File: src/rtl/moa_sum_monitor.sv
// moa_sum_monitor
//   Result monitor for a pipelined multi-operand adder. Recomputes the
//   reference sum of the operand bus, delays it by the adder latency LAT,
//   compares it against the adder output and keeps per-run statistics.
//
//   Build option: define MOA_MON_CAPTURE_EN to build the first-mismatch
//   capture registers; otherwise first_err_exp/first_err_got read as 0.
//
//   Ports:
//     clk            clock
//     rst_n          asynchronous active-low reset
//     start          single-cycle pulse, begins (or restarts) a run
//     in_valid       x_bus carries a valid operand set this cycle
//     x_bus          N_OPS operands, x0 in the least significant W bits
//     summ           adder output under test
//     busy           run in progress (FILL or CHECK)
//     done           run finished, held until the next start
//     pass           done with zero mismatches
//     chk_cnt        comparisons performed in this run
//     err_cnt        mismatches in this run (saturating)
//     first_err_exp  expected sum at the first mismatch
//     first_err_got  observed summ at the first mismatch
module moa_sum_monitor #(
    parameter int unsigned N_OPS   = 8,
    parameter int unsigned W       = 8,
    parameter int unsigned SUM_W   = 11,
    parameter int unsigned LAT     = 2,
    parameter int unsigned N_CHECK = 200
) (
    input  logic                 clk,
    input  logic                 rst_n,
    input  logic                 start,
    input  logic                 in_valid,
    input  logic [N_OPS*W-1:0]   x_bus,
    input  logic [SUM_W-1:0]     summ,
    output logic                 busy,
    output logic                 done,
    output logic                 pass,
    output logic [15:0]          chk_cnt,
    output logic [15:0]          err_cnt,
    output logic [SUM_W-1:0]     first_err_exp,
    output logic [SUM_W-1:0]     first_err_got
);

    typedef enum logic [1:0] {S_IDLE, S_FILL, S_CHECK, S_DONE} state_e;

    state_e                       state_q, state_d;
    logic [3:0]                   fill_q, fill_d;
    logic [LAT-1:0]               vld_q, vld_d;
    logic [LAT-1:0][SUM_W-1:0]    pipe_q, pipe_d;
    logic [15:0]                  chk_cnt_q, chk_cnt_d;
    logic [15:0]                  err_cnt_q, err_cnt_d;
    logic [SUM_W-1:0]             ref_sum;
    logic                         cmp_fire;
    logic                         mismatch;
    logic                         last_cmp;

    // Reference sum; SUM_W is wide enough that no carry is lost.
    always_comb begin
        ref_sum = '0;
        for (int unsigned i = 0; i < N_OPS; i++) begin
            ref_sum = ref_sum + SUM_W'(x_bus[i*W +: W]);
        end
    end

    assign cmp_fire = vld_q[LAT-1] && (state_q == S_CHECK);
    assign mismatch = cmp_fire && (pipe_q[LAT-1] != summ);
    assign last_cmp = cmp_fire && (chk_cnt_q == 16'(N_CHECK - 1));

    // State register
    always_ff @(posedge clk or negedge rst_n) begin
        if (!rst_n) begin
            state_q <= S_IDLE;
            fill_q  <= '0;
        end else begin
            state_q <= state_d;
            fill_q  <= fill_d;
        end
    end

    // Next state; start from any state wins over the final compare
    always_comb begin
        state_d = state_q;
        fill_d  = fill_q;
        if (start) begin
            state_d = S_FILL;
            fill_d  = '0;
        end else begin
            case (state_q)
                S_FILL: begin
                    if (fill_q == 4'(LAT - 1)) state_d = S_CHECK;
                    else                       fill_d  = fill_q + 4'd1;
                end
                S_CHECK: if (last_cmp) state_d = S_DONE;
                default: ;
            endcase
        end
    end

    // Outputs decoded from registered state
    always_comb begin
        busy = (state_q == S_FILL) || (state_q == S_CHECK);
        done = (state_q == S_DONE);
        pass = done && (err_cnt_q == '0);
    end

    // Delay line: shifts every edge, stage 0 only accepts while busy
    always_comb begin
        vld_d  = vld_q;
        pipe_d = pipe_q;
        for (int unsigned i = 1; i < LAT; i++) begin
            vld_d[i]  = vld_q[i-1];
            pipe_d[i] = pipe_q[i-1];
        end
        vld_d[0]  = in_valid & busy;
        pipe_d[0] = ref_sum;
        if (start) vld_d = '0;
    end

    always_comb begin
        chk_cnt_d = chk_cnt_q;
        err_cnt_d = err_cnt_q;
        if (start) begin
            chk_cnt_d = '0;
            err_cnt_d = '0;
        end else if (cmp_fire) begin
            chk_cnt_d = chk_cnt_q + 16'd1;
            if (mismatch && (err_cnt_q != '1)) err_cnt_d = err_cnt_q + 16'd1;
        end
    end

    always_ff @(posedge clk or negedge rst_n) begin
        if (!rst_n) begin
            vld_q     <= '0;
            pipe_q    <= '0;
            chk_cnt_q <= '0;
            err_cnt_q <= '0;
        end else begin
            vld_q     <= vld_d;
            pipe_q    <= pipe_d;
            chk_cnt_q <= chk_cnt_d;
            err_cnt_q <= err_cnt_d;
        end
    end

    assign chk_cnt = chk_cnt_q;
    assign err_cnt = err_cnt_q;

`ifdef MOA_MON_CAPTURE_EN
    logic [SUM_W-1:0] fe_exp_q, fe_exp_d;
    logic [SUM_W-1:0] fe_got_q, fe_got_d;

    // err_cnt_q still zero identifies the first mismatch of the run
    always_comb begin
        fe_exp_d = fe_exp_q;
        fe_got_d = fe_got_q;
        if (start) begin
            fe_exp_d = '0;
            fe_got_d = '0;
        end else if (mismatch && (err_cnt_q == '0)) begin
            fe_exp_d = pipe_q[LAT-1];
            fe_got_d = summ;
        end
    end

    always_ff @(posedge clk or negedge rst_n) begin
        if (!rst_n) begin
            fe_exp_q <= '0;
            fe_got_q <= '0;
        end else begin
            fe_exp_q <= fe_exp_d;
            fe_got_q <= fe_got_d;
        end
    end

    assign first_err_exp = fe_exp_q;
    assign first_err_got = fe_got_q;
`else
    assign first_err_exp = '0;
    assign first_err_got = '0;
`endif

endmodule
File: config.mk
export PLATFORM = sky130hd
export DESIGN_NAME = moa_sum_monitor
export DESIGN_NICKNAME = d
export VERILOG_FILES = /design/src/rtl/moa_sum_monitor.sv
export SDC_FILE = /design/constraint.sdc
export NUM_CORES = 1
export LEC_CHECK = 0
export CAP_MARGIN = 20
export CORE_MARGIN = 1
export CORE_UTILIZATION = 36
export DETAILED_ROUTE_END_ITERATION = 10
export SETUP_SLACK_MARGIN = 0.2
export SYNTH_ARGS = -nofsm -noshare
export SYNTH_HDL_FRONTEND = slang
export SYNTH_SLANG_ARGS = --single-unit
File: constraint.sdc
create_clock -name clk -period 2.7 [get_ports clk]
set_clock_uncertainty 0.1 [all_clocks]
set_input_delay 0.675 -clock clk [delete_from_list [all_inputs] [get_ports clk]]
set_output_delay 0.675 -clock clk [all_outputs]
set_load 0.05 [all_outputs]
==> flow_metrics.env <==
export IMPL_final_antenna_net_count=0
export IMPL_fmax_mhz=241
export IMPL_initial_core_util_pct=37.1
export IMPL_dp_hpwl_um=7500
export IMPL_vdd_drop_max_uv=747
export IMPL_cp_required_ns=2.80
export IMPL_synth_area_um2=4710
export IMPL_holdPathEnd="pipe_q[19]$_DFF_PN0_"
export IMPL_critPathKind="input pin to flip-flop"
export IMPL_via_per_inst=4.53
export IMPL_crit_family="adder cells"
export IMPL_fin_tns_setup_ns=-9.87
export IMPL_die_height_um=116
export IMPL_numPortBuffers=113
export IMPL_fin_crit_ns=4.14
export IMPL_synth_edff_count=0
export IMPL_seq_area_frac_synth_pct=33.0
export IMPL_worstReg2RegStart="state_q[0]$_DFFE_PN0P_"
export IMPL_violations="setup timing"
export IMPL_layout_commonest_cell="inv_1"
export IMPL_die_area_um2=13500
export IMPL_slew_headroom_pct=55.9
export IMPL_fin_nets=758
export IMPL_drc=0
export IMPL_drtPass1Iterations=5
export IMPL_synth_cells=476
export IMPL_area_growth_pct=38.9
export IMPL_r2r_cells=6
export IMPL_final_max_slew_viol_count=0
export IMPL_ios=136
export IMPL_power_density_nw_per_um2=918
export IMPL_maxCapViolations=0
export IMPL_path_cells="buf_8 -> inv_8 -> fa_1 -> inv_2 -> fa_1 -> fa_1 -> inv_1 -> fa_1 -> inv_2 -> ha_4 -> fa_2 -> a21o_1 -> a21oi_4 -> o21ai_2 -> a21o_1 -> a21o_1"
export IMPL_setup_viol_count_final=10
export IMPL_hold_depth=0
export IMPL_grt_max_degree=36
export IMPL_cts_buffers=9
export IMPL_gp_congestion=0.785
export IMPL_crit_fanout=3
export IMPL_crit_buf_inv=5
export IMPL_status="finished, violations left"
export IMPL_grt_pass1_vias=3580
export IMPL_pre_cts_ws_ns=-2.27
export IMPL_finalCritPeriodShare_pct=153
export IMPL_cts_htree_levels=3
export IMPL_mostFrequentLayoutCells="inv_1 (71), clkdlybuf4s50_1 (64), dfrtp_1 (60)"
export IMPL_diodes=0
export IMPL_drt_iter0_markers=209
export IMPL_regToRegEndpoint="err_cnt[12]$_DFFE_PN0P_"
export IMPL_crit_path_frequent_cell="fa_1"
export IMPL_power_leakage_nw=3.06
export IMPL_worst_ep_arrival_time_ns=4.25
export IMPL_clk_latency_ns=0.32
export IMPL_yosys_warnings=0
export IMPL_synth_ff_latch_count=62
export IMPL_drive_above_1_share_pct=22.7
export IMPL_routed_wl_um=9480
export IMPL_crit_slowest_cell="fa_1"
export IMPL_finalHoldViolCount=0
export IMPL_grt_pass1_wl_um=16000
export IMPL_post_drt_wl_per_cell_um=12.0
export IMPL_worstHoldStart="pipe_d[19]$_DFF_PN0_"
export IMPL_num_vias=3579
export IMPL_avgSynthCellArea_um2=9.89
export IMPL_final_cell_count_no_fill=790
export IMPL_post_place_cells=767
export IMPL_ys_types=51
export IMPL_clock_tree_root_cell="clkbuf_16"
export IMPL_worst_setup_path_start_kind="input pin"
export IMPL_reg2reg_setup_slack_ns=0.50
export IMPL_core_um2=12700
export IMPL_cts_tree="built"
export IMPL_async_flop_share_pct=100
export IMPL_worst_pin_slew_ns=0.661
export IMPL_rsz0062_at_grt="yes"
export IMPL_ys_flop_type="dfrtp_1"
export IMPL_end_kind="flip-flop"
export IMPL_die_w_um=116
export IMPL_overflow=0
export IMPL_cts_sinks=62
export IMPL_setup_ws_ns=-1.44
export IMPL_clkTransAtPathRegs_ns=0.05
export IMPL_cpPeakStageDelay_ns=0.54
export IMPL_hold_class="flip-flop to flip-flop"
export IMPL_antenna_found_initial=0
export IMPL_rows=41
export IMPL_grt_util_all_layers_pct=15.1
export IMPL_cts_hold_buf=0
export IMPL_cts_path_max_buffers=2
## per-stage QoR
stage	cell area (µm²)	power (mW)	hold WS [ns]	util, %
after floorplan	4830	3.08	0.231	-
after global placement	6100	3.89	0.233	48.2
after detailed placement	6100	3.94	0.236	48.2
after CTS	6460	5.79	0.246	51.0
after global routing	6540	6.51	0.252	51.6
final	6540	6.00	0.245	51.6
## how the worst max path moves through the flow
stage / to / slack [ns] / cells after the start / startpoint
3_5_place_dp: pipe_d[21]$_DFF_PN0_ / -2.27 / 16 / x_bus[42]
2_1_floorplan: pipe_d[21]$_DFF_PN0_ / -1.56 / 15 / x_bus[42]
6_report: pipe_d[21]$_DFF_PN0_ / -1.44 / 16 / x_bus[42]
3_3_place_gp: pipe_d[21]$_DFF_PN0_ / -2.24 / 16 / x_bus[42]
5_1_grt: pipe_d[21]$_DFF_PN0_ / -1.60 / 16 / x_bus[42]
4_1_cts: pipe_d[21]$_DFF_PN0_ / -1.50 / 16 / x_bus[18]
## cells by family (layout without fill, tap and decap cells)
| family | count (synthesis) | in the layout | share of synthesized area, % |
|---|---|---|---|
| adder cells (fa/ha/maj) | 66 | 66 | 25.0 |
| AND/OR/NAND/NOR | 124 | 124 | 14.7 |
| XOR/XNOR | 32 | 32 | 5.96 |
| multiplexers | 7 | 7 | 1.73 |
| buffers and inverters | 138 | 259 | 13.1 |
| flip-flops | 62 | 62 | 33.0 |
| AO/OA/AOI/OAI | 46 | 46 | 6.46 |
| other | 1 | 22 | 0.0797 |
## cell type report
type | count | area [µm²]
Fill cell | 1175 | 6140
Multi-Input combinational cell | 297 | 2810
Sequential cell | 62 | 1550
Timing Repair Buffer | 135 | 1270
Inverter | 108 | 423
Clock buffer | 15 | 258
Tap cell | 172 | 215
Clock inverter | 1 | 5.00
## power breakdown
| group | total (mW) | switching (mW) | internal, mW |
|---|---|---|---|
| clock network | 1.00 | 0.359 | 0.644 |
| logic | 3.75 | 1.73 | 2.02 |
| registers | 1.25 | 0.0849 | 1.16 |
## metal layers
layer  global-route usage, %  share of wire [%]
met4                    3.68               0.50
met3                    3.74                5.9
met2                    27.2                 52
met5                       0                  0
met1                    18.1                 41
## state kept, by name (all words and copies together) (netlist names)
register and cells:
vld_q 2, chk_cnt 16, pipe_d 11, state_q 2
pipe_q 11, fill_q 4, err_cnt 16
## cells in the mapped netlist (3+ instances only)
library cell | n | area (µm²)
a21oi_1 | 15 | 75.1
or4_1 | 4 | 30.0
xnor2_1 | 18 | 158
nand4_1 | 9 | 56.3
dfrtp_1 | 62 | 1550
mux2_1 | 3 | 33.8
nor2b_1 | 7 | 43.8
o31ai_1 | 6 | 45.0
xor2_1 | 14 | 123
and3_1 | 3 | 18.8
inv_1 | 108 | 405
nor3_2 | 4 | 40.0
ha_1 | 19 | 238
nor4_1 | 10 | 62.6
o21ai_0 | 7 | 35.0
nor2_1 | 31 | 116
nand2_1 | 20 | 75.1
buf_4 | 24 | 180
clkbuf_1 | 4 | 15.0
or3_1 | 3 | 18.8
nand3_1 | 12 | 60.1
nor3_1 | 5 | 25.0
a21o_1 | 4 | 30.0
fa_1 | 47 | 941
## repair_timing
action / 4_1_cts / 5_1_grt
setup endpoints to repair: 12 / 11
pin swaps: 49 / 29
buffers inserted: 4 / 3
gates cloned: 0 / 0
gates resized for setup: 154 / 31
## worst register-to-register path, delay by kind of cell, from the launching register on
kind                       cells  cell delay (ns)
adders and majority gates      1             0.25
buffers and inverters          1             0.07
DFF                            1             0.41
muxes                          1             0.37
and+or+nand+nor                3             0.88
No activity file was read; power rests on OpenSTA's default activity.
